===== config.mk =====
export PLATFORM = sky130hd
export DESIGN_NAME = dispatch_stage
export DESIGN_NICKNAME = d
export VERILOG_FILES = /design/src/rtl/leg_pkg.sv /design/src/rtl/reg_scoreboard.sv /design/src/rtl/dispatch_stage.sv
export SDC_FILE = /design/constraint.sdc
export NUM_CORES = 1
export LEC_CHECK = 0
export CORE_UTILIZATION = 35
export CTS_BUF_LIST = sky130_fd_sc_hd__clkbuf_8
export DETAILED_ROUTE_END_ITERATION = 7
export GPL_TIMING_DRIVEN = 0
export SLEW_MARGIN = 20
export SYNTH_ARGS = -nofsm -noshare
export SYNTH_HDL_FRONTEND = slang
export SYNTH_SLANG_ARGS = --single-unit

===== constraint.sdc =====
create_clock -name clk -period 6.5 [get_ports clk]
set_clock_uncertainty 0.15 [all_clocks]
set_input_delay 1.3 -clock clk [delete_from_list [all_inputs] [get_ports clk]]
set_output_delay 1.3 -clock clk [all_outputs]
set_load 0.01 [all_outputs]

===== src/rtl/leg_pkg.sv =====
// Shared types and constants for the decode -> dispatch -> reservation-station path.
package leg_pkg;

  localparam int REG_W = 5;

  localparam logic [3:0] RS_NONE   = 4'd0;
  localparam logic [3:0] RS_ALU    = 4'd1;
  localparam logic [3:0] RS_MULDIV = 4'd2;
  localparam logic [3:0] RS_BRANCH = 4'd3;
  localparam logic [3:0] RS_LSU    = 4'd4;

  typedef struct packed {
    logic [5:0]       operation;
    logic [5:0]       alu_fn;
    logic [3:0]       rs_station;
    logic [REG_W-1:0] register_1;
    logic [REG_W-1:0] register_2;
    logic [REG_W-1:0] register_target;
    logic             has_register_1;
    logic             has_register_2;
    logic             has_target;
    logic [15:0]      immediate;
    logic [31:0]      pc;
  } decoded_instr_t;

endpackage


===== src/rtl/reg_scoreboard.sv =====
// Per-register busy bits. Queries see same-cycle writebacks; a set beats a clear on the same register.
module reg_scoreboard
  import leg_pkg::*;
#(
  parameter int NUM_REGS = 32
) (
  input  logic             clk,
  input  logic             rst,
  input  logic             set_valid,
  input  logic [REG_W-1:0] set_reg,
  input  logic             clr_valid,
  input  logic [REG_W-1:0] clr_reg,
  input  logic [REG_W-1:0] q_reg_a,
  input  logic [REG_W-1:0] q_reg_b,
  input  logic [REG_W-1:0] q_reg_c,
  output logic             busy_a,
  output logic             busy_b,
  output logic             busy_c
);

  logic [NUM_REGS-1:0] busy_q;
  logic [NUM_REGS-1:0] busy_d;
  logic [NUM_REGS-1:0] busy_eff;
  logic [NUM_REGS-1:0] set_mask;
  logic [NUM_REGS-1:0] clr_mask;

  always_comb begin
    set_mask = '0;
    clr_mask = '0;
    if (set_valid) set_mask[set_reg] = 1'b1;
    if (clr_valid) clr_mask[clr_reg] = 1'b1;
    busy_eff    = busy_q & ~clr_mask;
    busy_d      = busy_eff | set_mask;
    busy_d[0]   = 1'b0;
    busy_a      = busy_eff[q_reg_a] && (q_reg_a != '0);
    busy_b      = busy_eff[q_reg_b] && (q_reg_b != '0);
    busy_c      = busy_eff[q_reg_c] && (q_reg_c != '0);
  end

  always_ff @(posedge clk) begin
    if (rst) busy_q <= '0;
    else     busy_q <= busy_d;
  end

endmodule


===== src/rtl/dispatch_stage.sv =====
// In-order dispatch: holds one decoded instruction until its registers are free, then routes it.
//   state | meaning
//   EMPTY | no instruction held, always ready to accept
//   HOLD  | instruction held, waiting on hazard / station ready, or being dropped
module dispatch_stage
  import leg_pkg::*;
#(
  parameter int NUM_RS   = 4,
  parameter int NUM_REGS = 32
) (
  input  logic                clk,
  input  logic                rst,
  input  logic                in_valid,
  output logic                in_ready,
  input  decoded_instr_t      in_instr,
  output logic [NUM_RS-1:0]   rs_valid,
  input  logic [NUM_RS-1:0]   rs_ready,
  output decoded_instr_t      out_instr,
  input  logic                wb_valid,
  input  logic [REG_W-1:0]    wb_reg,
  input  logic                flush,
  output logic                illegal,
  output logic [31:0]         stall_cycles
);

  typedef enum logic {EMPTY = 1'b0, HOLD = 1'b1} state_t;

  localparam logic [3:0] RS_MAX = 4'(NUM_RS);

  state_t         state_q, state_d;
  decoded_instr_t instr_q, instr_d;
  logic [31:0]    stall_q, stall_d;

  logic busy_r1, busy_r2, busy_tgt;
  logic hold, legal, hazard, fire, drop, accept, set_valid;

  reg_scoreboard #(.NUM_REGS(NUM_REGS)) u_sb (
    .clk       (clk),
    .rst       (rst),
    .set_valid (set_valid),
    .set_reg   (instr_q.register_target),
    .clr_valid (wb_valid),
    .clr_reg   (wb_reg),
    .q_reg_a   (instr_q.register_1),
    .q_reg_b   (instr_q.register_2),
    .q_reg_c   (instr_q.register_target),
    .busy_a    (busy_r1),
    .busy_b    (busy_r2),
    .busy_c    (busy_tgt)
  );

  always_comb begin
    hold   = (state_q == HOLD);
    legal  = (instr_q.rs_station != RS_NONE) && (instr_q.rs_station <= RS_MAX);
    hazard = (instr_q.has_register_1 && busy_r1) ||
             (instr_q.has_register_2 && busy_r2) ||
             (instr_q.has_target     && busy_tgt);

    // Routing depends only on held state and the scoreboard, never on rs_ready or in_instr.
    rs_valid = '0;
    for (int k = 0; k < NUM_RS; k++) begin
      rs_valid[k] = hold && legal && !hazard && !flush &&
                    (instr_q.rs_station == 4'(k + 1));
    end

    fire      = |(rs_valid & rs_ready);
    drop      = hold && !legal;
    illegal   = drop;
    set_valid = fire && instr_q.has_target && (instr_q.register_target != '0);
    in_ready  = !flush && (!hold || fire || drop);
    accept    = in_valid && in_ready;

    state_d = state_q;
    instr_d = instr_q;
    if (flush) begin
      state_d = EMPTY;
    end else if (accept) begin
      state_d = HOLD;
      instr_d = in_instr;
    end else if (fire || drop) begin
      state_d = EMPTY;
    end

    stall_d = stall_q;
    if (hold && legal && !fire && (stall_q != 32'hFFFF_FFFF)) stall_d = stall_q + 32'd1;
  end

  always_ff @(posedge clk) begin
    if (rst) begin
      state_q <= EMPTY;
      instr_q <= '0;
      stall_q <= '0;
    end else begin
      state_q <= state_d;
      instr_q <= instr_d;
      stall_q <= stall_d;
    end
  end

  assign out_instr    = instr_q;
  assign stall_cycles = stall_q;

endmodule

; Yosys cells after proc, flatten, opt, wreduce, memory -nomap -nowiden
; Cells that the tools add are included.
[word_totals]
regBits = 147
output_inout_bits = 120
input_bits = 96
[classes]
muxes = 14
n_eq_ne = 5
n_lt_le_gt_ge = 7
reduce_logical = 41
bitwise = 5
add_sub_neg = 1
[op_table]
columns = operator, count
row1 = $mux W32, 2
row2 = $add A32 B1 Y32 const B, 1
row3 = $and A32 B32 Y32, 1
row4 = $ne A32 B32 Y1 const B, 1
row5 = $not A32 Y32, 1
row6 = $or A32 B32 Y32, 1
row7 = $lt A5 B6 Y1 const B, 4
row8 = $logic_and A1 B1 Y1, 23
row9 = $bmux W1 S5, 3
row10 = $reduce_bool A5 Y1, 3
row11 = $demux W1 S5, 2
row12 = $ge A5 B1 Y1 const B, 2
row13 = $eq A4 B2 Y1 const B, 2
row14 = $mux W1, 7
row15 = $logic_not A1 Y1, 5
row16 = $logic_or A1 B1 Y1, 5
row17 = $and A4 B4 Y4, 1
row18 = $eq A4 B1 Y1 const B, 1
row19 = $eq A4 B3 Y1 const B, 1
row20 = $le A4 B3 Y1 const B, 1
row21 = $reduce_bool A4 Y1, 1
row22 = $reduce_or A4 Y1, 1
row23 = $reduce_and A2 Y1, 1
row24 = $reduce_bool A2 Y1, 1
row25 = 2 further kinds, 2

; Logic depth before layout (Yosys ltp)
; Gate-level depths: netlist of the first run.
[depth]
word_depth = 24
depth_mapped = 13

; Modules after synthesis
; Synthesis of the first run repeated with hierarchy kept, for this count alone.
[hier_totals]
hier_cells = 901
hier_area_um2 = 7008.0
[modules_own_cells]
columns = module, area_each_um2, cells_each, instances
row1 = dispatch_stage, 4719.5, 581, 1
row2 = reg_scoreboard, 2288.4, 320, 1

; Worst setup path before layout of the first run
; OpenSTA, ideal clock, no wires.
[synth_timing]
kind = input to output
start = input port wb_reg[4]
end = output port in_ready
path_stages = 12
arrival_ns = 3.701
n_path_buf = 3
path_slack_ns = 1.349
required_ns = 5.050
cell_sequence = buf_2 or4b_4 o21ai_1 nor2_1 a2111oi_0 or4_1 nand4_1 nor3_4 buf_2 buf_4 nor2_1 nor2_1
[synth_via]
elab_chain_len = 22
word_cells_on_any_way = 34
classes_between = order compare (2) / mux (9) / bitwise (3) / reduce/logical (20)
[synth_rtl]
columns = element, line
row1 = start: declaration, dispatch_stage.sv:20  ; input logic [REG_W-1:0] wb_reg,
row2 = $lt A5 B6 Y1 (implied by the code) / $ge A5 B1 Y1 (equally long branches), reg_scoreboard.sv:31  ; if (clr_valid) clr_mask[clr_reg] = 1'b1;
row3 = $logic_and A1 B1 Y1 (implied by the code), reg_scoreboard.sv:31
row4 = $mux W1 (implied by the code), reg_scoreboard.sv:31
row5 = $demux W1 S5 *, -
row6 = $mux W32 *, reg_scoreboard.sv:31
row7 = $not A32 Y32 *, reg_scoreboard.sv:32  ; busy_eff = busy_q & ~clr_mask;
row8 = $and A32 B32 Y32 *, reg_scoreboard.sv:32
row9 = "$bmux W1 S5, on equally long branches", "reg_scoreboard.sv:35, reg_scoreboard.sv:36"
row10 = [4 not listed], -
row11 = $logic_or A1 B1 Y1 *, dispatch_stage.sv:56  ; (instr_q.has_register_2 && busy_r2) ||
row12 = $logic_not A1 Y1 *, dispatch_stage.sv:62  ; rs_valid[k] = hold && legal && !hazard && !flush &&
row13 = $logic_and A1 B1 Y1 * (2 in a row), dispatch_stage.sv:62
row14 = $logic_and A1 B1 Y1, dispatch_stage.sv:62
row15 = $and A4 B4 Y4 *, dispatch_stage.sv:66  ; fire = |(rs_valid & rs_ready);
row16 = $reduce_or A4 Y1 *, dispatch_stage.sv:66
row17 = $logic_or A1 B1 Y1 * (2 in a row), dispatch_stage.sv:70  ; in_ready = !flush && (!hold || fire || drop);
row18 = $logic_and A1 B1 Y1 *, dispatch_stage.sv:70
row19 = end: declaration, dispatch_stage.sv:14  ; output logic in_ready,
; Every way passes the cells marked *; elsewhere a longest branch is shown, timed or not. The select of a mux whose other input is x is not followed.

; Worst setup path in the final report of the first run
[layout_timing]
start = input port wb_reg[1]
end = output port in_ready
; The elaborated chain is that of the path after synthesis.

==> metrics.txt, run 1 <==
status=finished clean; yosys warns=0; I/O pin count=216; Die X=154 µm; post-synthesis sequential area ratio=36.0%; Reg2Reg Depth=12; Initial DRC Count=692; peak supply drop=113 µV; vias in the first global route=7682; htree depth=4; Total Nets Final=1256; Crit. Startpoint=wb_reg[1]; Die Height=154 µm; Avg Cell Area, Syn=8.73 µm²; Design Power=2.00 mW; unrepaired setup endpoints after global routing=false; Hold Startpoint=out_instr[36]; Slew HR=40.1%; first-pass GRT wire length=43.4 mm; minimum clock period=6440 ps; Leakage=3.67 nW; critical path class=primary input to output port; Post-Route WL=28.1 mm; final period utilization=99.1%; async set-or-reset flop fraction in the synthesized netlist=0%; worst-case clock buffer depth=2; CTS tree=done; final worst slack=61.2 ps; Netlist cell types=60; CP cell instances=clkdlybuf4s15_1 -> nand2_1 -> buf_2 -> o21ai_2 -> o221ai_1 -> or4_1 -> nand4_1 -> o311ai_2 -> nor3_4 -> buf_4 -> buf_4 -> nor2_1 -> nor2_1 -> clkdlybuf4s50_1; pre-CTS setup slack=-408 ps; Design Area, Final=11000 µm²; die area=23800 µm²; routability cong.=0.949; Final Util=48.4%; Gate Count Post-Synth=930; max-slew violations=0; Worst path max stage delay=570 ps; DR vias=7892; initial core utilization=35.8%; Synthesized Nets=1027; Primary FF master, synth=dfxtp_1; dpl cell area=10600 µm²; Hold Path Depth=2; crit-path max FO=10; # rows=55; Remaining DRCs=0; Antenna diodes=0; Num CTS Buffers=17; Total Routing Usage GR=23.6%; wire per inst=19.3 µm; Core Region=22700 µm²; CTS Root Cell=clkbuf_8; largest net degree at the start of global routing=17; layout cell share with drive strength beyond 1=6.74%; via/cell ratio=5.42; Worst-path clk slew=80 ps; antenna violations before repair=0; EDFF count, synth=0; first-pass detailed-route iteration total=5; area grow syn2layout=35.2%; total congestion overflow=0; Critical Path Sink Type=output port; final setup violation count=0; Worst setup SP type=primary input; I/O Buffers=209; Worst path slowest cell=clkdlybuf4s50_1; Clk Latency, worst-skew pair=460 ps; Final ANT Viol Nets=0; DP HPWL=21.1 mm; WP data required=5050 ps; Slew @ Worst Pin=895 ps; power density cells=182 nW/µm²; FF+latch count, synth=146; fmax=155 MHz; critical path arrival=4990 ps; RR Startpoint=out_instr[51]; # Max-Cap Violations=0; final hold viol count=0; Sink Count=146; Netlist Area Pre-Place=8120 µm²; worst hold-check path type=flip-flop to flip-flop
==> where the power goes <==
group          leakage [nW]  internal (mW)  switching, mW
combinational          2.28          0.167          0.153
clock                 0.202          0.362          0.379
sequential             1.19          0.921         0.0204
total                  3.67           1.45          0.552
==> stage by stage <==
step	setup TNS [ps]	cells	hold slack, ps
6_report	0	1457	327
2_1_floorplan	0	930	313
4_1_cts	0	1457	330
5_1_grt	0	1457	342
3_3_place_gp	-723	1424	308
3_5_place_dp	-546	1424	313
==> cell type report <==
type | instances | area [µm²]
Clock inverter | 13 | 135
Buffer | 82 | 417
Timing Repair Buffer | 210 | 2100
Sequential cell | 146 | 2920
Fill cell | 2278 | 11700
Multi-Input combinational cell | 690 | 4750
Inverter | 12 | 45.0
Clock buffer | 19 | 262
Tap cell | 285 | 357
==> synth_stat cells (17+ instances only) <==
master	n	area share (%)
nor2b_1	17	1.3
dfxtp_1	146	36
nand4_1	49	3.8
or3_1	17	1.3
mux2i_1	99	12
nand2b_1	174	13
or4_1	20	1.8
nand2_1	25	1.2
a21oi_1	56	3.5
clkbuf_1	47	2.2
nor2_1	33	1.5
o21ai_1	30	1.8
==> metal layers <==
layer	wire, µm	GRT usage, %	vias to the layer above	share of wire (%)
met2	13100	37.8	340	47
met3	2620	8.04	43	9.3
li1	-	-	3805	-
met4	574	8.30	0	2.0
met5	0	0	-	0
met1	11800	29.3	3704	42
==> worst max-delay path, delay by kind of cell <==
family | cells | cell delay (ps)
AOI/OAI and AO/OA | 3 | 660
and+or+nand+nor | 6 | 1400
buffers and inverters | 5 | 1620
==> cell families (layout without fill, tap and decap cells) <==
family / count (synthesis) / in the layout / synth area share, %
and+or+nand+nor: 409 / 409 / 30.6
muxes: 114 / 114 / 14.8
xor gates and xnor gates: 4 / 4 / 0.431
adders and majority gates: 1 / 1 / 0.154
buffers and inverters: 94 / 336 / 5.65
AOI/OAI and AO/OA: 162 / 162 / 12.4
DFF: 146 / 146 / 36.0
==> repair_timing <==
action                                  in CTS  in global routing
endpoints found under the setup margin       5                  1
pin swaps                                    1                  0
buffers inserted                             1                  0
hold buffers                                 0                  0
gates resized for setup                      4                  1
==> state kept, by name (all words and copies together), names as in the netlist <==
| name | count |
|---|---|
| u_sb.busy_q | 31 |
| stall_cycles | 32 |
| out_instr | 82 |
| hold | 1 |
==> path summary, 6_finish.rpt <==
path / end / slack (ps)
worst min register to register: out_instr[36] / 330
worst max-delay path: in_ready / 60
worst max register to register: stall_cycles[15] / 2470
worst min-delay path: out_instr[36] / 330
==> cells in the final DEF, fill, tap and decap left out, drive strengths merged, types with 14 or more instances in the layout <==
cell and instances:
a21oi 56, buf 36, clkbuf 66, clkdlybuf4s50 208, dfxtp 146, inv 17
mux2i 99, nand2 25, nand2b 174, nand3 14, nand4 49, nor2 33
nor2b 17, o211ai 15, o21ai 47, or3 17, or4 20
No activity file was read; power rests on OpenSTA's default activity.
==> run 2, diff against run 1 <==
--- a/config.mk
+++ b/config.mk
@@ -9,6 +9,7 @@
 export CTS_BUF_LIST = sky130_fd_sc_hd__clkbuf_8
 export DETAILED_ROUTE_END_ITERATION = 7
 export GPL_TIMING_DRIVEN = 0
+export SKIP_CTS_REPAIR_TIMING = 1
 export SLEW_MARGIN = 20
 export SYNTH_ARGS = -nofsm -noshare
 export SYNTH_HDL_FRONTEND = slang
==> run 2 against run 1 <==
- routed wire length about the same
- worst setup slack better by 60 ps
- cell area about the same
- utilization about the same
- die area stayed put
- critical path type unchanged
- sequential cell count unchanged
- non-clock buffer count is the same
==> metrics.txt, run 2 (synthesis gave the netlist of run 1 again) <==
layout cell share with drive strength beyond 1=6.83% (was 6.74%); Total Nets Final=1256 (unchanged); Die Height=154 µm (unchanged); Worst path most repeated cell=nor2_1; die area=23800 µm² (unchanged); most frequent cells in the layout=clkdlybuf4s50_1 (208), nand2b_1 (174), dfxtp_1 (146) (unchanged); fmax=157 MHz (was 155 MHz); Critical Path Sink Type=output port (unchanged); via/cell ratio=5.45 (was 5.42); htree depth=4 (unchanged); Slew @ Worst Pin=890 ps (was 895 ps); final hold viol count=0 (unchanged); Sink Count=146 (unchanged); # rows=55 (unchanged); final period utilization=98.1% (was 99.1%); Worst-path clk slew=80 ps (about the same); # Max-Cap Violations=0 (unchanged); fillcell total=2278 (unchanged); total congestion overflow=0 (unchanged); critical path class=primary input to output port (unchanged); peak supply drop=113 µV (about the same); I/O pin count=216 (unchanged); status=finished clean (unchanged); WP data required=5050 ps (about the same); CTS Root Cell=clkbuf_8 (unchanged); Initial DRC Count=705 (was 692); Core Region=22700 µm² (unchanged); antenna violations before repair=0 (unchanged); Remaining DRCs=0 (unchanged); routability cong.=0.949 (unchanged); Sequential Area=2920 µm² (unchanged); largest net degree at the start of global routing=17 (unchanged); max reg flops=82 (unchanged); I/O Buffers=209 (unchanged); Worst path slowest cell=o21ai_0 (was clkdlybuf4s50_1); Worst path max stage delay=570 ps (about the same); minimum clock period=6380 ps (was 6440 ps); first-pass GRT wire length=43.4 mm (about the same); worst hold-check path type=flip-flop to flip-flop (unchanged); wire per inst=19.2 µm (was 19.3 µm); final setup violation count=0 (unchanged); final worst slack=121 ps (was 61.2 ps); Clk Latency, worst-skew pair=460 ps (about the same); Worst setup SP type=primary input (unchanged); Die X=154 µm (unchanged); area grow syn2layout=35.2% (about the same); DP HPWL=21.1 mm (unchanged); Multi-input gate area=4750 µm² (unchanged); Leakage=3.67 nW (about the same); commonest non-fill, non-tap cell in the layout=clkdlybuf4s50_1 (unchanged); CTS tree=done (unchanged); DR vias=7946 (was 7892); crit-path max FO=10 (unchanged); critical path arrival=4930 ps (was 4990 ps); Num CTS Buffers=17 (unchanged); CP cell instances=buf_2 -> nand4b_1 -> o21ai_0 -> mux2i_1 -> a211oi_1 -> a22o_1 -> o311ai_2 -> nor3_4 -> clkbuf_4 -> buf_4 -> nor2_1 -> nor2_1 -> clkdlybuf4s50_1 (was clkdlybuf4s15_1 -> nand2_1 -> buf_2 -> o21ai_2 -> o221ai_1 -> or4_1 -> nand4_1 -> o311ai_2 -> nor3_4 -> buf_4 -> buf_4 -> nor2_1 -> nor2_1 -> clkdlybuf4s50_1); vias in the first global route=7668 (was 7682); Final ANT Viol Nets=0 (unchanged); TNS Setup=0 ps (unchanged); Antenna diodes=0 (unchanged); Post-Route WL=28.0 mm (was 28.1 mm); max-slew violations=0 (unchanged); unrepaired setup endpoints after global routing=false (unchanged); initial core utilization=35.8% (unchanged); pre-CTS setup slack=-408 ps (unchanged); Total Routing Usage GR=23.5% (was 23.6%); Slew HR=40.5% (was 40.1%); first-pass detailed-route iteration total=5 (unchanged); Final Util=48.4% (about the same); worst-case clock buffer depth=2 (unchanged); power density cells=182 nW/µm² (about the same)
run 2: cell types whose count changed in the layout (fill, tap and decap cells not counted), sizes merged:
cell / before / now
clkbuf: 66 / 68
clkdlybuf4s15: 1 / 0
buf: 36 / 35
run 2: final cells by class:
| cell class | count | share of cell area, % |
|---|---|---|
| Buffer | 82 | 3.79 |
| Clock buffer | 19 | 2.38 |
| Clock inverter | 13 | 1.23 |
| Inverter | 12 | 0.410 |
| Multi-Input combinational cell | 690 | 43.2 |
| Sequential cell | 146 | 26.6 |
| Tap cell | 285 | 3.25 |
| Timing Repair Buffer | 210 | 19.1 |
run 2: per-layer routing:
layer  up-vias  part of all wire [%]  track usage, %
met5         -                     0               0
met4         0                   2.0            8.30
met3        38                   9.7            8.04
met2       362                    46            37.7
met1      3735                    42            29.3
li1       3811                     -               -
run 2: report_power, final:
| part | internal [mW] | switching, mW |
|---|---|---|
| Clock | 0.362 | 0.380 |
| Sequential | 0.921 | 0.0203 |
| Combinational | 0.167 | 0.153 |
| Total | 1.45 | 0.553 |
run 2: critical path, delay by kind of cell:
| kind | cells | cell delay, ps |
|---|---|---|
| muxes | 1 | 150 |
| AOI/OAI and AO/OA | 4 | 1240 |
| buffers and inverters | 4 | 1200 |
| and+or+nand+nor | 4 | 1030 |
run 2: through the flow:
stage / instances / hold slack [ps] / instance area [µm²] / power [mW]
CTS: 1456 / 330 / 11000 / 2.02
global route: 1457 / 342 / 11000 / 2.09
floorplan: 930 / 313 / 8120 / 1.12
global placement: 1424 / 308 / 10600 / 1.28
detailed placement: 1424 / 313 / 10600 / 1.28
finish: 1457 / 327 / 11000 / 2.00
run 2: worst paths after layout:
kind                                     from          endpoint  slack (ps)  cells after the start
worst min-delay path            out_instr[36]     out_instr[36]         330                      2
worst min register to register  out_instr[36]     out_instr[36]         330                      2
worst max register to register  out_instr[51]  stall_cycles[15]        2610                     11
worst max-delay path                wb_reg[2]          in_ready         120                     13
